`config.mk`:
```
export PLATFORM = sky130hd
export DESIGN_NAME = sdram_refresh_scheduler
export DESIGN_NICKNAME = d
export VERILOG_FILES = /design/src/rtl/sdram_pkg.sv /design/src/rtl/sdram_refresh_scheduler.sv
export SDC_FILE = /design/constraint.sdc
export NUM_CORES = 1
export LEC_CHECK = 0
export CORE_MARGIN = 3
export CORE_UTILIZATION = 45
export CTS_BUF_LIST = sky130_fd_sc_hd__clkbuf_8
export DETAILED_ROUTE_END_ITERATION = 6
export DONT_BUFFER_PORTS = 1
export PLACE_DENSITY = 0.66
export SYNTH_ARGS = -nofsm -noshare
export SYNTH_HDL_FRONTEND = slang
export SYNTH_SLANG_ARGS = --single-unit
```
`constraint.sdc`:
```
create_clock -name clk -period 2.7 [get_ports clk]
set_input_delay 0.81 -clock clk [delete_from_list [all_inputs] [get_ports clk]]
set_output_delay 0.81 -clock clk [all_outputs]
set_load 0.03 [all_outputs]
```
`src/rtl/sdram_pkg.sv`:
```
`timescale 1ns/1ps
// sdram_pkg
// Shared types for the SDRAM command path. sdram_cmd_t is the command word
// carried from the arbiter through the refresh scheduler into the controller
// command FIFO.
package sdram_pkg;

  typedef struct packed {
    logic [2:0]  op;
    logic [1:0]  bank;
    logic [12:0] addr;
  } sdram_cmd_t;

endpackage

```
`src/rtl/sdram_refresh_scheduler.sv`:
```
`timescale 1ns/1ps
// sdram_refresh_scheduler
//
// Sits between the command arbiter and the SDRAM controller command FIFO.
// A tREFI timer accumulates refresh debt. While the debt is low, arbiter
// commands pass straight through with zero added latency. When the debt
// reaches URGENT_DEBT, or opportunistically whenever refresh is allowed,
// the command stream is blocked. The scheduler then waits for the
// controller to go idle and requests one auto-refresh per acknowledge.
// A stalled handshake (valid high, ready low) is never interrupted.
//
// Optional feature macro: SDRAM_REF_OPPORTUNISTIC_EN
//   defined   : opportunistic refresh only while the arbiter is idle
//               (debt > 0 && !up_valid)
//   undefined : refresh as soon as any debt exists (debt > 0)
//
// Parameters:
//   TREFI_CYCLES : clock cycles per refresh interval
//   MAX_DEBT     : saturation level of the refresh debt
//   URGENT_DEBT  : debt at or above which refresh is forced
//                  (1 <= URGENT_DEBT <= MAX_DEBT)
//   DEBT_W       : width of the debt counter, must hold MAX_DEBT
//
// Ports:
//   clk, rst             : clock, synchronous active-high reset
//   up_valid/ready/data  : command stream from the arbiter
//   dn_valid/ready/data  : command stream to the controller FIFO
//   ctrl_idle            : controller has nothing in flight, banks precharged
//   ref_req / ref_ack    : auto-refresh request and single-cycle acknowledge
//   ref_debt             : registered outstanding refresh count
//   ref_overflow         : sticky, set by a tick while debt == MAX_DEBT
module sdram_refresh_scheduler #(
  parameter int TREFI_CYCLES = 780,
  parameter int MAX_DEBT     = 8,
  parameter int URGENT_DEBT  = 6,
  parameter int DEBT_W       = 4
) (
  input  logic                  clk,
  input  logic                  rst,
  input  logic                  up_valid,
  output logic                  up_ready,
  input  sdram_pkg::sdram_cmd_t up_data,
  output logic                  dn_valid,
  input  logic                  dn_ready,
  output sdram_pkg::sdram_cmd_t dn_data,
  input  logic                  ctrl_idle,
  output logic                  ref_req,
  input  logic                  ref_ack,
  output logic [DEBT_W-1:0]     ref_debt,
  output logic                  ref_overflow
);

  localparam int TIMER_W = (TREFI_CYCLES > 1) ? $clog2(TREFI_CYCLES) : 1;
  localparam logic [TIMER_W-1:0] TIMER_RELOAD = TIMER_W'(TREFI_CYCLES - 1);
  localparam logic [DEBT_W-1:0]  MAX_D        = DEBT_W'(MAX_DEBT);
  localparam logic [DEBT_W-1:0]  URGENT_D     = DEBT_W'(URGENT_DEBT);

  typedef enum logic [1:0] {
    S_PASS,
    S_DRAIN,
    S_REFRESH
  } state_t;

  state_t             state;
  logic [TIMER_W-1:0] timer;
  logic [DEBT_W-1:0]  debt;
  logic [DEBT_W-1:0]  debt_next;
  logic               tick;
  logic               stalled;
  logic               opp_now;
  logic               opp_next;

  assign tick     = (timer == '0);
  assign ref_debt = debt;

  // Debt bookkeeping for this cycle: a tick adds one, an acknowledge
  // removes one, and both together cancel out. The counter saturates at
  // MAX_DEBT and never drops below zero.
  always_comb begin
    debt_next = debt;
    if (tick && !ref_ack) begin
      if (debt != MAX_D) debt_next = debt + DEBT_W'(1);
    end else if (ref_ack && !tick) begin
      if (debt != '0) debt_next = debt - DEBT_W'(1);
    end
  end

  // Opportunistic refresh condition, evaluated both on the current debt
  // (leaving pass-through) and on the post-acknowledge debt (deciding
  // whether to chain another refresh).
`ifdef SDRAM_REF_OPPORTUNISTIC_EN
  assign opp_now  = (debt != '0) && !up_valid;
  assign opp_next = (debt_next != '0) && !up_valid;
`else
  assign opp_now  = (debt != '0);
  assign opp_next = (debt_next != '0);
`endif

  // The command path is a pure wire in pass-through. Outside it, the
  // arbiter is held off and the controller sees an idle, zeroed command.
  always_comb begin
    up_ready = 1'b0;
    dn_valid = 1'b0;
    dn_data  = '0;
    if (state == S_PASS) begin
      up_ready = dn_ready;
      dn_valid = up_valid;
      dn_data  = up_data;
    end
  end

  // A command offered but not yet taken must stay in place, so the
  // scheduler may only leave pass-through when nothing is stalled.
  assign stalled = dn_valid && !dn_ready;

  // Timer, debt, sticky overflow and the refresh state machine. ref_req is
  // registered: it rises on entry to S_REFRESH and falls on the cycle after
  // the acknowledge. Leaving S_REFRESH looks at the post-acknowledge debt
  // so back-to-back refreshes drain the debt without a pass-through gap.
  always_ff @(posedge clk) begin
    if (rst) begin
      state        <= S_PASS;
      timer        <= TIMER_RELOAD;
      debt         <= '0;
      ref_overflow <= 1'b0;
      ref_req      <= 1'b0;
    end else begin
      timer <= tick ? TIMER_RELOAD : timer - TIMER_W'(1);
      debt  <= debt_next;
      if (tick && (debt == MAX_D)) ref_overflow <= 1'b1;

      case (state)
        S_PASS: begin
          if (!stalled && ((debt >= URGENT_D) || opp_now)) state <= S_DRAIN;
        end
        S_DRAIN: begin
          if (debt_next == '0) begin
            state <= S_PASS;
          end else if (ctrl_idle) begin
            state   <= S_REFRESH;
            ref_req <= 1'b1;
          end
        end
        S_REFRESH: begin
          if (ref_ack) begin
            ref_req <= 1'b0;
            if ((debt_next != '0) && ((debt_next >= URGENT_D) || opp_next))
              state <= S_DRAIN;
            else
              state <= S_PASS;
          end
        end
        default: begin
          state   <= S_PASS;
          ref_req <= 1'b0;
        end
      endcase
    end
  end

endmodule

```
======== After elaboration in Yosys (flattened, before gate mapping) ========
Index checks and enable logic that the tools add are counted.
word-level totals
  bits of input ports ..................... 24
  flip-flop bits (word level) ............. 18
  RAM bits ................................ 0
  memory bits (read-only) ................. 0
  memories ................................ 0
  output and inout bits ................... 26
  latch bits .............................. 0
  logic and storage cells ................. 57
cells by class
  div/mod/pow operators ................... 0
  bitwise logic cells ..................... 1
  multipliers ............................. 0
  shift operators ......................... 0
  equal/unequal tests ..................... 9
  mux-type cells .......................... 17
  reduce and logical (&&, ||, !) cells .... 20
  order comparisons ....................... 2
  $add $sub $neg .......................... 3
operator list
  cell                     number
  $mux W18                 1
  $mux W4                  4
  $logic_not A10 Y1        1
  $sub A10 B1 Y10 const B  1
  $ge A4 B3 Y1 const B     2
  $mux W2                  4
  $reduce_bool A4 Y1       2
  $logic_and A1 B1 Y1      6
  $mux W1                  6
  $ne A2 B2 Y1 const B     3
  $pmux W2 S3              1
  $add A4 B1 Y4 const B    1
  $eq A4 B4 Y1 const B     1
  $logic_not A1 Y1         4
  $logic_not A4 Y1         1
  $ne A4 B4 Y1 const B     1
  $reduce_and A4 Y1        1
  $sub A4 B1 Y4 const B    1
  $ne A3 B3 Y1 const B     1
  $pmux W1 S3              1
  $reduce_and A3 Y1        1
  $eq A2 B1 Y1 const B     1
  $eq A2 B2 Y1 const B     1
  $logic_not A2 Y1         1
  other kinds (4)          5

======== Longest topological paths before layout ========
  depth in word-level cells ............... 11
  gate-level depth with buffers ........... 8
  gate-level depth less buffers ........... 7

======== Worst setup path after synthesis ========
No wires, ideal clock.
  kind .................................... in2out
  from .................................... input port up_valid
  to ...................................... output port dn_valid
  buffers on the path ..................... 0
  arrival time ............................ 1.493 ns
  stages on the path ...................... 2
  path slack .............................. 0.397 ns
  cells stage by stage .................... inv_1 -> nor3_1
between the ends
  cells in the longest elaborated chain, start to end .. 1
ends and longest elaborated chain
  element             RTL line                        text
  start: declaration  sdram_refresh_scheduler.sv:40   input logic up_valid,
  $mux W1             sdram_refresh_scheduler.sv:105  if (state == S_PASS) begin
  end: declaration    sdram_refresh_scheduler.sv:43   output logic dn_valid,
No other way between the ends.

======== Worst setup path after layout ========
  from .................................... register timer[0]
  to ...................................... register state[1]
between the ends
  cells in the longest elaborated chain, start to end .. 8
  elaborated cells between the ends (all ways) .. 11
  classes of those cells .................. eq/ne (1); mux (4); reduce/logical (6)
ends and longest elaborated chain
  element                                                     RTL line                        text
  start: declaration                                          sdram_refresh_scheduler.sv:65   logic [TIMER_W-1:0] timer;
  start signal: assignment                                    sdram_refresh_scheduler.sv:128  timer <= tick ? TIMER_RELOAD : timer - TIMER_W'(1);
  $logic_not A10 Y1 (*)                                       sdram_refresh_scheduler.sv:73   assign tick = (timer == '0);
  $logic_not A1 Y1                                            sdram_refresh_scheduler.sv:83   end else if (ref_ack && !tick) begin
  $logic_and A1 B1 Y1                                         sdram_refresh_scheduler.sv:83
  $mux W4                                                     sdram_refresh_scheduler.sv:83
  $mux W4 (*)                                                 sdram_refresh_scheduler.sv:81   if (tick && !ref_ack) begin
  $logic_not A4 Y1 (*)                                        sdram_refresh_scheduler.sv:137  if (debt_next == '0) begin
  $ne A3 B3 Y1 (no line) or $mux W2 (tied branches)           -
  $reduce_and A3 Y1 (no line) or $pmux W2 S3 (tied branches)  -
  end signal: assignment                                      sdram_refresh_scheduler.sv:134  if (!stalled && ((debt >= URGENT_D) || opp_now)) state <= S_DRAIN;
  end signal: assignment                                      sdram_refresh_scheduler.sv:138  state <= S_PASS;
  end signal: assignment                                      sdram_refresh_scheduler.sv:140  state <= S_REFRESH;
  end: declaration                                            sdram_refresh_scheduler.sv:64   state_t state;
Mark *: on every way between the ends. The rest lies on a longest branch, timed or not.
A chain may end at the register's enable or synchronous reset.

==> flow_metrics.tcl <==
set metrics [dict create \
    setup_viol 0 \
    crit_chain "inv_1 > ha_1 > or4b_1 > nor4_2 > a2bb2oi_1 > a211oi_2 > a311oi_2" \
    synth-async-reset-ratio_pct 0 \
    die_y_um 58.1 \
    synth_enable_flop_cells 0 \
    path_buf_inv 1 \
    clock_skew_ps 2.80 \
    grt_max_degree 20 \
    rows 18 \
    r2r_end "state[1]" \
    first_global_vias 1021 \
    fp.coreArea_um2 2520 \
    cts_root_buf "clkbuf_8" \
    syn_to_final_growth_pct 6.95 \
    fin_crit_sh_pct 85.9 \
    rsz0062_at_grt "false" \
    dp_cells 183 \
    ys_types 46 \
    insertedDiodeCount 0 \
    wl_per_cell_um 16.5 \
    yosysSeqAreaShare_pct 29.4 \
    stdcell_area_um2 1310 \
    nets 185 \
    synthCells 156 \
    startpoint "timer[0]" \
    hold_violations 0 \
    cp_data_arrival_time_ps 2440 \
    drc 0 \
    grt_first_pass_wirelength_um 4690 \
    cts_setup_buffers 0 \
    holdWs_ps 408 \
    worstSetupPathType "reg -> reg" \
    holdBufCountCts 0 \
    worstPathRequired_ps 2820 \
    hp-class "reg -> reg" \
    fillCellCount 235 \
    pwr-share-clk_pct 18.7 \
    worstReg2RegStart "timer[0]" \
    initial_utilization_pct 48.5 \
    numCtsBuffers 3 \
    setup_tns_ps 0 \
    first_pass_iters 4 \
    cp-end-kind "register" \
    io_buffers 0 \
    p_per_area_nw_per_um2 764 \
    power.share.switching_pct 46.1 \
    gp_congestion 0.809 \
    cp_slowest_cell "or4b_1" \
    power_leakage_nw 0.490 \
    syn-num-nets 183 \
    syn_area_um2 1220 \
    use_met2_pct 33.5 \
    use_met3_pct 4.68 \
    htree_levels 1 \
    grt-ovfl-total 0 \
    p_int_w 0.000539 \
    postSynthAreaPerCell_um2 7.84 \
    dp_hpwl_um 2480 \
    crit_fanout 9 \
    placedInstanceArea_um2 1270 \
    ys.flop_type "dfxtp_1" \
    critPathMaxStageDelay_ps 630 \
    vias 1168 \
    worstRegToRegCells 7 \
    finalPower_w 0.00100 \
    die-area_um2 3380 \
    status "complete, no violations" \
    drt_iter0_drc 29 \
    insertion_delay_ps 260 \
    period_needed_ps 2320 \
    stdcell_count 186 \
    irDropWorstVdd_mv 0.557 \
    die_w_um 58.1 \
    grt_use_total_pct 18.4 \
    ys.warnings.count 0 \
    ys_ff_latch 18 \
    clock-sinks 18 \
    seq_power_share_pct 34.9 \
    reg2reg_slack_ps 380 \
    p_switching_w 0.000461 \
    report.final.slew_viol_count 0 \
    finalWirelength_um 3070 \
    crit_family "simple AND/OR/NAND/NOR gates" \
    cts.clk_slew.worst_paths_ps 60 \
    cap_violations 0 \
    cts_tree "built" \
    worstMarginPinSlew_ps 617 \
    relSlewSlack_pct 58.6 \
    gr-max-usage-layer "met2" \
    cts_buffer_depth 2 \
    cp.depth 7 \
    critPathLaunchType "register" \
    use_met1_pct 20.3 \
    power_frac_comb_pct 46.4 \
    cp-endpoint "state[1]" \
    io_pins 50 \
    drive_above_1_share_pct 12.8 \
    fmax_ghz 0.431 \
    antenna_found_initial 0 \
    via_per_inst 6.28 \
    ant_nets 0 \
    cts-resized-gates 0 \
]
-- kinds of logic (layout without fill, tap and decap cells) --
kind of cell	count (synthesis)	in the layout	share of synthesized area, %
DFF	18	18	29.4
and+or+nand+nor	84	84	40.1
AOI/OAI and AO/OA	28	28	17.3
muxes	1	1	0.818
buffers and inverters	16	16	5.01
xor gates and xnor gates	6	6	4.29
adders and majority gates	3	3	3.07
-- state kept, by name, summed over array words and instances, names as in the netlist --
register and flops:
ref_req 1, ref_overflow 1, ref_debt 4, state 2, timer 10
-- per-stage QoR --
step	setup slack, ps	util [%]
2_1_floorplan	397	-
3_3_place_gp	476	50.2
3_5_place_dp	392	50.2
4_1_cts	378	51.9
5_1_grt	196	51.9
6_report	381	51.9
-- cells in the mapped netlist (all sizes together) (2+ instances only) --
cell | instances | area (µm²)
a21oi | 5 | 25.0
a31o | 3 | 26.3
a31oi | 5 | 31.3
and2 | 19 | 119
buf | 2 | 8.75
clkbuf | 6 | 22.5
dfxtp | 18 | 360
ha | 3 | 37.5
inv | 8 | 30.0
nand2 | 10 | 37.5
nand2b | 4 | 25.0
nand3 | 5 | 30.0
nand4b | 2 | 17.5
nor2 | 17 | 63.8
nor2b | 2 | 12.5
nor3 | 10 | 61.3
nor3b | 2 | 15.0
nor4 | 2 | 18.8
nor4b | 2 | 23.8
o21ai | 3 | 15.0
or3 | 2 | 12.5
or4 | 3 | 22.5
xnor2 | 4 | 35.0
xor2 | 2 | 17.5
-- cell usage in the layout, fill, tap and decap left out, types with 2 or more instances in the layout --
master and n:
nand3_1 4, and2_1 19, a21oi_1 5, or3_1 2, a31oi_1 5, nor3_1 9, nor3b_1 2, inv_1 8
xor2_1 2, nor2_1 17, clkbuf_8 3, ha_1 3, o21ai_0 3, nand4b_1 2, buf_4 5, nand2b_1 4
nor2b_1 2, nand2_1 10, a31o_2 3, dfxtp_1 18, xnor2_1 4, or4_1 3
-- layer usage --
layer	vias to the layer above	part of all wire (%)
met1	543	39
li1	553	-
met5	-	0
met2	68	49
met4	0	1.4
met3	4	10
-- cell type report --
type | count | area, µm² | share of cell area, %
multi-input cells | 122 | 802 | 61.3
flip-flops and latches | 18 | 360 | 27.5
clock buffers | 3 | 41.3 | 3.15
repair buffers | 5 | 37.5 | 2.87
well taps | 30 | 37.5 | 2.87
inverters | 8 | 30.0 | 2.29
-- power by group through the flow --
stage               registers (W)  logic [W]  clock network (W)
floorplan                0.000345   0.000405                  0
global placement         0.000353   0.000456                  0
detailed placement       0.000354   0.000464                  0
CTS                      0.000348   0.000466           0.000191
global route             0.000354   0.000501           0.000203
finish                   0.000349   0.000464           0.000187
-- worst min path at each step --
stage	start	endpoint	slack, ps	cells past startpoint
2_1_floorplan	timer[0]	timer[0]	380	1
5_1_grt	timer[0]	timer[0]	430	1
4_1_cts	timer[0]	timer[0]	410	1
6_report	timer[0]	timer[0]	410	1
3_3_place_gp	timer[0]	timer[0]	390	1
3_5_place_dp	timer[0]	timer[0]	400	1
Power figures use the tool's default switching activity.
